[src/rtl/cpu_pkg.sv]
// cpu_pkg: shared fetch-path constants and the branch target helper
package cpu_pkg;
  localparam int ADDR_W_DEF = 32;
  localparam int INSTR_W_DEF = 32;
  localparam int PC_STEP = 4;
  localparam int PC_PIPE_OFFSET = 8;
  function automatic logic [63:0] branch_target(input logic [63:0] pc, input logic [23:0] imm);
    return pc + 64'(PC_PIPE_OFFSET) + {{38{imm[23]}}, imm, 2'b00};
  endfunction
endpackage

[src/rtl/fetch_fifo.sv]
// fetch_fifo: DEPTH-entry synchronous FIFO with flush, holding {pc, instr}
module fetch_fifo #(
  parameter int W = 64,
  parameter int DEPTH = 4
) (
  input  logic                   clk,
  input  logic                   nreset,
  input  logic                   flush,
  input  logic                   push,
  input  logic [W-1:0]           wdata,
  input  logic                   pop,
  output logic [W-1:0]           rdata,
  output logic [$clog2(DEPTH):0] count
);
  localparam int AW = $clog2(DEPTH);
  logic [W-1:0] mem [DEPTH];
  logic [AW-1:0] wptr, rptr;
  logic do_push, do_pop;
  assign do_pop = pop && count != '0;
  assign do_push = push && count != (AW+1)'(DEPTH);
  assign rdata = mem[rptr];
  always_ff @(posedge clk)
    if (do_push) mem[wptr] <= wdata;
  always_ff @(posedge clk)
    if (!nreset || flush) begin
      wptr <= '0;
      rptr <= '0;
      count <= '0;
    end else begin
      wptr <= wptr + AW'(do_push);
      rptr <= rptr + AW'(do_pop);
      count <= count + (AW+1)'(do_push) - (AW+1)'(do_pop);
    end
endmodule

[src/rtl/fetch_unit.sv]
// fetch_unit: sequential instruction fetch into a decoupling queue with branch redirect
module fetch_unit
  import cpu_pkg::*;
#(
  parameter int ADDR_W = ADDR_W_DEF,
  parameter int INSTR_W = INSTR_W_DEF,
  parameter int DEPTH = 4,
  parameter logic [ADDR_W-1:0] RESET_PC = '0
) (
  input  logic               clk,
  input  logic               nreset,
  output logic               imem_req,
  output logic [ADDR_W-1:0]  imem_addr,
  input  logic [INSTR_W-1:0] imem_rdata,
  input  logic               br_valid,
  input  logic [ADDR_W-1:0]  br_pc,
  input  logic [23:0]        br_imm,
  output logic               out_valid,
  input  logic               out_ready,
  output logic [INSTR_W-1:0] out_instr,
  output logic [ADDR_W-1:0]  out_pc
);
  localparam int CW = $clog2(DEPTH) + 1;
  logic [ADDR_W-1:0] pc, inflight_pc, target;
  logic inflight, pop;
  logic [CW-1:0] count;
  logic [ADDR_W+INSTR_W-1:0] head;
  assign target = ADDR_W'(branch_target(64'(br_pc), br_imm));
  assign out_valid = nreset && count != '0;
  assign pop = out_valid && out_ready;
  // The slot freed by this cycle's pop is credited so a DEPTH=2 queue streams at full rate
  assign imem_req = nreset && !br_valid && (count + CW'(inflight) < CW'(DEPTH) + CW'(pop));
  assign imem_addr = pc;
  assign {out_pc, out_instr} = out_valid ? head : '0;
  always_ff @(posedge clk)
    if (!nreset) begin
      pc <= RESET_PC;
      inflight <= 1'b0;
      inflight_pc <= '0;
    end else begin
      inflight <= imem_req;
      inflight_pc <= pc;
      pc <= br_valid ? target : imem_req ? pc + ADDR_W'(PC_STEP) : pc;
    end
  // A redirect flushes the queue and drops the response arriving this cycle
  fetch_fifo #(.W(ADDR_W + INSTR_W), .DEPTH(DEPTH)) u_fifo (
    .clk(clk),
    .nreset(nreset),
    .flush(br_valid),
    .push(inflight && !br_valid),
    .wdata({inflight_pc, imem_rdata}),
    .pop(pop),
    .rdata(head),
    .count(count)
  );
endmodule

[config.mk]
export PLATFORM = sky130hd
export DESIGN_NAME = fetch_unit
export DESIGN_NICKNAME = d
export VERILOG_FILES = /design/src/rtl/cpu_pkg.sv /design/src/rtl/fetch_fifo.sv /design/src/rtl/fetch_unit.sv
export SDC_FILE = /design/constraint.sdc
export NUM_CORES = 1
export LEC_CHECK = 0
export CAP_MARGIN = 10
export CELL_PAD_IN_SITES_DETAIL_PLACEMENT = 0
export CELL_PAD_IN_SITES_GLOBAL_PLACEMENT = 2
export CORE_MARGIN = 4
export CORE_UTILIZATION = 36
export CTS_CLUSTER_DIAMETER = 80
export DETAILED_ROUTE_END_ITERATION = 6
export GPL_TIMING_DRIVEN = 1
export PLACE_DENSITY_LB_ADDON = 0.1
export SYNTH_ARGS = -nofsm -noshare
export SYNTH_HDL_FRONTEND = slang
export SYNTH_SLANG_ARGS = --single-unit
[constraint.sdc]
create_clock -name clk -period 6.75 [get_ports clk]
set_input_delay 0.675 -clock clk [delete_from_list [all_inputs] [get_ports clk]]
set_output_delay 0.675 -clock clk [all_outputs]
set_load 0.005 [all_outputs]
== Yosys cells after proc, flatten, opt, wreduce, memory -nomap -nowiden ==
Memory sizes are Yosys's and may differ from the RTL's. A register that Yosys moved wholly into a read port is not among the register bits.
Cells that the tools add are included.
Word-level totals
  memories: 1
  logic and storage cells: 36
  input port bits: 92
  register bits: 72
  bits in writable memories: 256
Cells by class
  equality and inequality tests: 1
  $add $sub $neg: 9
  muxes and demuxes: 6
  reduce and logical (&&, ||, !) cells: 12
  $lt $le $gt $ge: 1
Memory list
  u_fifo.mem: depth 4, width 64, rd ports 1, clocked after memory_dff 1, wr ports 1, line fetch_fifo.sv:16  | logic [W-1:0] mem [DEPTH];
Operators by type and width (count)
  two-way mux 32 bit: 2
  two-way mux 64 bit: 1
  adder 32 x 26 -> 32 bit: 1
  adder 32 x 3 -> 32 bit (second input constant): 1
  adder 32 x 4 -> 32 bit (second input constant): 1
  logical AND 1 bit: 7
  adder 3 x 1 -> 3 bit: 2
  adder 2 x 1 -> 2 bit: 2
  adder 3 x 1 -> 3 bit (first input constant): 1
  less-than comparator 3 bit: 1
  inequality test 3 bit (second input constant): 1
  nonzero test 3 bit: 1
  subtractor 3 x 1 -> 3 bit: 1
  zero test 1 bit: 2
  two-way mux 1 bit: 2
  two-way mux 2 bit: 1
  nonzero test 2 bit: 1
  logical OR 1 bit: 1

== Depth between registers and ports, before layout ==
Gate-level depths: netlist of run 1.
  depth after elaboration: 8
  mapped depth: 12

== By module ==
From an unflattened synthesis of run 1, not the netlist that was laid out.
Second synthesis, totals
  cells, all modules: 966
  area, all modules: 14590.2 um^2
Modules (own cells, without submodules)
  fetch_fifo: sequential area each 7827.5 um^2, area an instance 9604.2 um^2, cells each 370, instances 1
  fetch_unit: sequential area each 1301.2 um^2, area an instance 4986.0 um^2, cells each 596, instances 1

== Least setup slack after synthesis of run 1 ==
OpenSTA, ideal clock, no wires.
  path type: input to register
  from: input port br_valid
  to: memory u_fifo.mem[0][0] (enable)
  buffers on the path: 1
  arrival time: 6.077 ns
  stages on the path: 3
  library setup time: 0.579 ns
  required time: 6.171 ns
  setup slack: 0.094 ns
  path through: clkbuf_1 -> a311oi_1 -> nor3b_1
On the way
  longest elaborated chain between the ends: 5
Ends and longest elaborated chain
  start: declaration: line fetch_unit.sv:15  | input logic br_valid,
  zero test 1 bit: line fetch_unit.sv:50  | .push(inflight && !br_valid),
  logical AND 1 bit: line fetch_unit.sv:50
  logical AND 1 bit: line fetch_fifo.sv:20  | assign do_push = push && count != (AW+1)'(DEPTH);
  two-way mux 1 bit: line fetch_fifo.sv:23  | if (do_push) mem[wptr] <= wdata;
  two-way mux 1 bit (not written as such): line fetch_fifo.sv:23
  end: declaration: line fetch_fifo.sv:16
Every way passes these cells.

== Worst setup path in the final report of run 1 ==
  from: input port nreset
  to: output port imem_req
On the way
  longest elaborated chain between the ends: 5
  elaborated cells on any way between the ends: 6
Ends and longest elaborated chain
  start: declaration: line fetch_unit.sv:11  | input logic nreset,
  logical AND 1 bit: line fetch_unit.sv:29  | assign out_valid = nreset && count != '0;
  logical AND 1 bit: line fetch_unit.sv:30  | assign pop = out_valid && out_ready;
  adder 3 x 1 -> 3 bit: line fetch_unit.sv:32  | assign imem_req = nreset && !br_valid && (count + CW'(inflight) < CW'(DEPTH) + CW'(pop));
  less-than comparator 3 bit: line fetch_unit.sv:32
  logical AND 1 bit *: line fetch_unit.sv:32
  end: declaration: line fetch_unit.sv:12  | output logic imem_req,
Every way passes the cells marked *; elsewhere a longest branch is shown, timed or not.

==> metrics.txt, run 1 <==
status finished, final reports clean; Clock Sink Count 328; number of I/O port buffers 189; Worst Max-Slew Pin Slew 1.12 ns; post-cts gate resize count 0; Multi-input gate area 5240 um2; Pre-antenna DRT Iters 4; die span in y 210 um; DRT iter0 DRCs 350; count leader, synth edfxtp_1; top post-synthesis cells by area edfxtp_1 (53%), dfxtp_1 (9.8%), mux4_2 (9.8%), ha_1 (5.5%), nor2b_1 (2.9%); CP top delay family buffers and inverters; wire per inst 19.3 um; row cnt 73; Slew headroom 0.250; RePlAce Congestion 0.780; post-route minimum period 4.11 ns; vias in the first global route 9215; clock tree buffer depth 3; placed cells 1681; H-tree Lvls 2; hold_sp inflight_pc[10]; wire length on met1 14900 um; Final setup viols 0; clock-pin slew of the registers on the worst-case setup and hold paths 0.06 ns; Top FF cell, synth edfxtp_1; post-synthesis register bit count 328; layout cell share with drive strength beyond 1 0.121; WHS Path Cells 0; Final nets 1351; Slew Viols, Final 0; period utilization 0.608; Synth top area share 0.525; drt drc 0; post-synth top area cell edfxtp_1; syn_nets 1159; final setup skew 0.0150 ns; worst path bufs/invs 4; arrival time worst endpoint 3.43 ns; P_leak 6.31 nW; via count 8594; GRT Total Usage 0.151; Critical Path, Cell by Cell clkdlybuf4s50_1 > buf_4 > o311ai_2 > o31ai_4 > nand2_1 > inv_2 > clkdlybuf4s50_1; # fillers 3666; CTS buffer count 35; Vias/cell 4.93; Core Area 40000 um2; WHS 0.473 ns; TritonCTS clock tree done; total number of yosys warnings 0; Setup Crit Path Kind input pin to primary output; Setup crit end kind primary output; met3 WL 1430 um; register area share after synthesis 0.624; Critical Path Stages 7; Post-synth EDFFs 256; first-pass GRT wire length 52500 um; Layout Cells excl Fill 1744; io pins 190; top sig layer met4; die area 44000 um2; cell mode on critical path clkdlybuf4s50_1; min-delay worst type register to register; CP max stage cell clkdlybuf4s50_1; worst r2r src u_fifo.count[1]; maxcap violations 0; setup TNS 0 ns; later-pin clock latency in the skew report 0.49 ns; WP data required 6.07 ns; Antenna Nets Post-Route 0; metal2 WL 16900 um; WL final 33700 um; Cell variety after synth 67; Synth Instances 1001; synth cell count leaders edfxtp_1 (256), dfxtp_1 (72), nor2b_1 (67), ha_1 (64), mux4_2 (64); area grow syn2layout 25.1%; largest net degree at the start of global routing 66; DP Area 17100 um2; Avg Cell Area, Syn 14.6 um2; initial antenna violation count 0; mapped cell area 14600 um2; worst reg2reg path depth 5; register area 9130 um2; clk root buf clkbuf_16; Starting Density 0.366; post-CTS setup buffer count 0; Fmax achieved 0.243 GHz; total gr overflow 0; pwr dens 257 nW/um2; VDD IR max 0.133 mV; beginning of the critical path nreset; Diodes inserted 0; Die X 210 um; fraction of registers with async set/reset 0; worst reg2reg setup slack 3.53 ns; Crit Path Max Fanout 34; crit start category input pin; Final Util 0.458; hold bufs inserted after CTS 0; final instance area 18300 um2; unrepaired setup endpoints after global routing false; DP Wirelength 23400 um; Largest stage delay, worst path 0.81 ns; final number of hold-violating endpoints 0
metrics by stage:
step	power (mW)	worst slack [ns]
5_1_grt	4.91	2.42
3_3_place_gp	2.82	2.65
4_1_cts	4.77	2.51
3_5_place_dp	2.82	2.51
2_1_floorplan	2.59	0.0942
6_report	4.71	2.64
worst register-to-register path, stage by stage, from the launching register on:
cell and delay, ns:
dfxtp_1 0.49, inv_1 0.14, a311oi_1 0.64, nand2_1 0.19, nor2_4 0.74, buf_4 0.62
per-layer routing:
| layer | track usage | vias up |
|---|---|---|
| met5 | 0 | - |
| li1 | - | 4212 |
| met2 | 0.267 | 181 |
| met1 | 0.197 | 4170 |
| met3 | 0.0239 | 31 |
| met4 | 0.0322 | 0 |
placed cells by master (no fill, tap or decap), types with 3 or more instances in the layout:
cell / instances
nor2_1: 54
o21bai_1: 3
o211ai_1: 5
edfxtp_1: 256
nor3_1: 12
a211oi_1: 15
clkinv_1: 5
nor4_1: 4
buf_4: 10
a31oi_1: 4
mux4_2: 64
nor3b_1: 3
clkbuf_1: 7
xnor2_1: 25
clkdlybuf4s50_1: 189
a21oi_1: 37
nand4_1: 17
and2_1: 32
a211o_1: 3
nand2b_1: 4
nor4_2: 3
clkinv_2: 6
o21a_1: 3
dfxtp_1: 70
bufinv_16: 5
nand3_1: 18
o21ai_0: 19
nand2_1: 44
clkbuf_16: 37
ha_1: 64
o22ai_1: 4
xor2_1: 26
and3_1: 10
o31ai_1: 4
a41oi_1: 3
nor2b_1: 67
inv_1: 25
a21o_1: 14
where the power goes:
part | total [mW] | internal (mW) | leakage [nW] | switching, mW
sequential | 2.29 | 2.23 | 2.99 | 0.0578
combinational | 0.479 | 0.237 | 2.74 | 0.242
clock | 1.94 | 1.20 | 0.576 | 0.737
path summary, 6_finish.rpt:
check,endpoint
min reg2reg,u_fifo.mem[1][42]
max,imem_req
min,u_fifo.mem[1][42]
max reg2reg,u_fifo.mem[2][31]
flip-flops by register name (all words and copies together) (netlist names):
register,cells
imem_addr,32
inflight,1
inflight_pc,32
u_fifo.count,3
u_fifo.mem,256
u_fifo.rptr,2
u_fifo.wptr,2
logic make-up after synthesis:
logic type	count (synthesis)	synth area share
flip-flops	328	0.624
AND/OR/NAND/NOR	283	0.105
AO/OA/AOI/OAI	135	0.0636
buffers and inverters	72	0.0202
multiplexers	66	0.0998
adder cells (fa/ha/maj)	66	0.0574
XOR/XNOR	51	0.0305
final cells by class:
class / instances / share of cell area
clock inverters: 18 / 0.0120
flip-flops and latches: 328 / 0.499
well taps: 525 / 0.0359
inverters: 27 / 0.00554
clock buffers: 45 / 0.0528
repair buffers: 200 / 0.109
multi-input cells: 601 / 0.286
Note: power is estimated with default switching activity, not from simulation.
==> run 2, diff against run 1 <==
clock period = 3.3 ns   (was 6.75 ns; I/O delays follow)
==> run 2 against run 1 <==
Sequential power grew 100%. Setup slack lost 2.4 ns. Critical path depth shrank 3. Clock skew shrank 0.0034 ns. Power grew 100%. Critical endpoint is now out_pc[22]. First-iteration DRC count grew 19%. Combinational power grew 110%. Highest routed layer unchanged. Sequential cell count is the same. Core utilization grew 0.92 points. Count of clock-buffer cells in the layout grew 4.
==> metrics.txt, run 2 (synthesis gave the netlist of run 1 again) <==
Slew Viols, Final 0; Switching Fraction 0.221; io pins 190; final number of hold-violating endpoints 0; Worst Max-Slew Pin Slew 0.993 ns; first-pass GRT wire length 54000 um; final setup skew 0.0117 ns; unrepaired setup endpoints after global routing false; DP Wirelength 24000 um; area grow syn2layout 27.6%; CTS buffer count 36; status finished, final reports clean; clock-pin slew of the registers on the worst-case setup and hold paths 0.06 ns; # fillers 3626; commonest non-fill, non-tap cell in the layout edfxtp_1; Crit Path Max Fanout 21; drt drc 0; CP max stage cell o31ai_4; Critical Path Stages 4; clk root buf clkbuf_16; total gr overflow 0; largest net degree at the start of global routing 35; via count 8892; worst reg2reg path depth 8; Diodes inserted 0; number of flip-flops in the largest register 256; Vias/cell 5.00; Largest Register u_fifo.mem; worst path bufs/invs 2; WP data required 2.97 ns; DRT iter0 DRCs 415; clock tree buffer depth 3; Setup crit end kind primary output; WL final 34200 um; Pre-antenna DRT Iters 5; Critical Path, Cell by Cell o31ai_4 > buf_4 > nor2b_1 > clkdlybuf4s50_1; period utilization 0.929; switching power 2.13 mW; TritonCTS clock tree done; Layout Cells excl Fill 1780; die area 44000 um2; later-pin clock latency in the skew report 0.51 ns; RePlAce Congestion 0.840; setup TNS 0 ns; placed cells 1716; Largest stage delay, worst path 0.86 ns; H-tree Lvls 2; WHS 0.454 ns; initial antenna violation count 0; VDD IR max 0.269 mV; Die X 210 um; CP top delay family buffers and inverters; commonest cells after routing, fill and taps aside edfxtp_1 (256), clkdlybuf4s50_1 (189), dfxtp_1 (70); vias in the first global route 9476; worst reg2reg setup slack 0.75 ns; Starting Density 0.366; wire per inst 19.2 um; die span in y 210 um; Tot Pwr 9.64 mW; Setup Crit Path Kind register to primary output; P_leak 6.49 nW; layout cell share with drive strength beyond 1 0.143; number of I/O port buffers 189; crit start category register; Slew headroom 0.338; Final nets 1387; Antenna Nets Post-Route 0; GRT Total Usage 0.155; sequential power share 0.486; Combinational Power Share 0.106; maxcap violations 0; pwr dens 516 nW/um2; Final setup viols 0; WHS Path Cells 3; Core Area 40000 um2; Clock Sink Count 328; Clk pwr share 0.407; row cnt 73; min-delay worst type input pin to register; Fmax achieved 0.326 GHz; cell-internal power 7.51 mW; hold bufs inserted after CTS 0; arrival time worst endpoint 2.74 ns; post-route minimum period 3.07 ns
## run 2: what timing repair did
action / in CTS / in global routing
endpoints found under the hold margin: 0 / 0
endpoints found under the setup margin: 0 / 5
resized for setup: 0 / 0
buffers inserted: 0 / 0
## run 2: per-layer routing
metal | track usage | part of all wire
met5 | 0 | 0
met4 | 0.0412 | 0.019
met3 | 0.0268 | 0.042
met2 | 0.263 | 0.49
met1 | 0.209 | 0.45
## run 2: area by class of cell
cell class,instances,area [um2],area share
clock inverters,15,183,0.00978
inverters,27,101,0.00543
well taps,525,657,0.0352
flip-flops and latches,328,9140,0.489
repair buffers,235,2350,0.126
multi-input cells,601,5260,0.281
clock buffers,49,991,0.0531
## run 2: final timing paths
kind / end / from
worst min register to register: u_fifo.mem[2][35] / inflight_pc[3]
worst max-delay path: out_pc[22] / u_fifo.count[1]
worst min-delay path: imem_addr[1] / br_pc[1]
worst max register to register: imem_addr[31] / u_fifo.count[0]
## run 2: worst register-to-register path, stage by stage (launching register included)
cell and delay (ns):
dfxtp_1 0.43, ha_1 0.19, ha_1 0.24, o31ai_4 0.43, nand3_2 0.33, nor4_1 0.46
xor2_1 0.18, nand3_1 0.12, o211ai_1 0.10
## run 2: power by group through the flow
stage | Sequential (mW) | Combinational, mW | Clock [mW]
CTS | 4.69 | 1.04 | 4.07
global placement | 4.77 | 1.04 | 0
finish | 4.68 | 1.02 | 3.93
global route | 4.70 | 1.15 | 4.24
floorplan | 4.73 | 0.562 | 0
detailed placement | 4.78 | 1.04 | 0
## run 2: metrics by stage
| stage | setup WS [ns] | util | cell area [um2] |
|---|---|---|---|
| 6_report | 0.234 | 0.467 | 18700 |
| 5_1_grt | 0.0195 | 0.467 | 18700 |
| 4_1_cts | 0.0767 | 0.467 | 18700 |
| 3_5_place_dp | 0.0106 | 0.437 | 17500 |
| 3_3_place_gp | 0.0214 | 0.437 | 17500 |
| 2_1_floorplan | 0.0654 | - | 14700 |
==> run 3, diff against run 2 <==
CELL_PAD_IN_SITES_DETAIL_PLACEMENT = unset   (was 0)
CELL_PAD_IN_SITES_GLOBAL_PLACEMENT = unset   (was 2)
CORE_UTILIZATION = 52   (was 36)
CTS_BUF_LIST = sky130_fd_sc_hd__clkbuf_2   (was unset)
PLACE_DENSITY = 0.79   (was unset)
PLACE_DENSITY_LB_ADDON = unset   (was 0.1)
==> run 3 against run 2 <==
Power shrank 17%. Largest power group unchanged. Critical path depth rose by 2. Global-route usage grew 4.2 points. Critical path type unchanged. Clock power decreased by 41%. Fmax fell by 0.43%. Critical endpoint is now imem_req. Core utilization is 17 points higher. Sequential power is essentially flat. Die area decreased by 30%. Register-to-register slack worse by 0.02 ns. Via count up 2.1%. Non-clock buffer count fell by 19. Cell area is 4.7% lower.
==> metrics.txt, run 3 (synthesis gave the netlist of run 1 again) <==
status finished, final reports clean; crit start category register; Crit Path Max Fanout 7; Starting Density 0.527; Fmax achieved 0.325 GHz; final number of hold-violating endpoints 0; Antenna Nets Post-Route 0; number of I/O port buffers 189; RePlAce Congestion 0.895; clock tree buffer depth 3; wire per inst 17.9 um; VDD IR max 0.213 mV; hold bufs inserted after CTS 0; post-route minimum period 3.08 ns; Slew Viols, Final 0; unrepaired setup endpoints after global routing false; clock-pin slew of the registers on the worst-case setup and hold paths 0.11 ns; largest net degree at the start of global routing 66; DRT iter0 DRCs 508; Vias/cell 5.40; clk root buf clkbuf_2; Largest Register u_fifo.mem; pwr dens 448 nW/um2; Core Area 27800 um2; # fillers 2100; die span in y 176 um; row cnt 61; io pins 190; first-pass GRT wire length 48800 um; layout cell share with drive strength beyond 1 0.175; arrival time worst endpoint 2.75 ns; Setup Crit Path Kind register to primary output; TritonCTS clock tree done; number of flip-flops in the largest register 256; WP data required 2.97 ns; Pre-antenna DRT Iters 5; via count 9083; GRT Total Usage 0.198; vias in the first global route 9391; Final nets 1407; placed cells 1548; final setup skew 0.0482 ns; area grow syn2layout 21.5%; Worst Max-Slew Pin Slew 0.775 ns; setup TNS 0 ns; Setup crit end kind primary output; Layout Cells excl Fill 1681; maxcap violations 0; H-tree Lvls 3; DP Wirelength 20300 um; Slew headroom 0.480; CTS buffer count 75; period utilization 0.933; commonest non-fill, non-tap cell in the layout edfxtp_1; Final setup viols 0; die area 30900 um2; drt drc 0; Die X 176 um; commonest cells after routing, fill and taps aside edfxtp_1 (256), clkdlybuf4s50_1 (189), clkbuf_2 (110); min-delay worst type input pin to register; Clock Sink Count 328; Tot Pwr 7.97 mW; total gr overflow 0; later-pin clock latency in the skew report 0.79 ns; initial antenna violation count 1; WL final 30100 um; P_leak 6.33 nW
[run 3: metal layers]
layer	vias to the layer above	GRT usage	share of wire
met3	34	0.0538	0.076
li1	4364	-	-
met4	0	0.0588	0.015
met1	4385	0.253	0.42
met2	300	0.334	0.49
met5	-	0	0
[run 3: stage by stage]
step	utilization	area [um2]	worst slack, ns	hold WS, ns
final	0.640	17800	0.221	0.173
after global routing	0.640	17800	0.0227	0.0805
after CTS	0.640	17800	0.0662	0.0908
after detailed placement	0.616	17100	0.00106	0.465
after global placement	0.616	17100	0.0748	0.450
after floorplan	-	14700	0.0654	0.429
[run 3: repair_timing]
action	CTS	global route
hold endpoints to repair	0	0
buffers inserted	2	0
endpoints found under the setup margin	20	12
gates cloned	0	0
gates resized for setup	1	3
pin swaps	1	0
[run 3: layout make-up]
class | count | area, um2 | area share
clock inverter | 20 | 80.1 | 0.00450
clock buffer | 110 | 551 | 0.0309
inverter | 27 | 101 | 0.00570
multi-input combinational | 601 | 5260 | 0.296
sequential | 328 | 9140 | 0.514
timing repair buffer | 216 | 2180 | 0.123
antenna | 1 | 2.50 | 0.000141
tap | 378 | 473 | 0.0266
[run 3: critical path, stage by stage, from the launching register on]
cell and delay (ns):
dfxtp_2 0.37, ha_1 0.19, ha_1 0.30, o31ai_4 0.29, nand2_2 0.16, inv_2 0.14
clkdlybuf4s50_1 0.54
[run 3: path summary, 6_finish.rpt]
path | startpoint | slack [ns] | cells after the start | endpoint
setup / recovery | u_fifo.count[0] | 0.22 | 6 | imem_req
hold / removal | imem_rdata[20] | 0.17 | 1 | u_fifo.mem[0][20]
setup reg to reg | u_fifo.count[1] | 0.73 | 4 | u_fifo.mem[3][45]
hold reg to reg | inflight_pc[18] | 0.48 | 0 | u_fifo.mem[3][50]
[run 3: power breakdown]
| group | switching, mW | leakage [nW] | internal [mW] |
|---|---|---|---|
| combinational | 0.476 | 2.83 | 0.492 |
| sequential | 0.112 | 3.00 | 4.56 |
| clock | 1.44 | 0.500 | 0.885 |
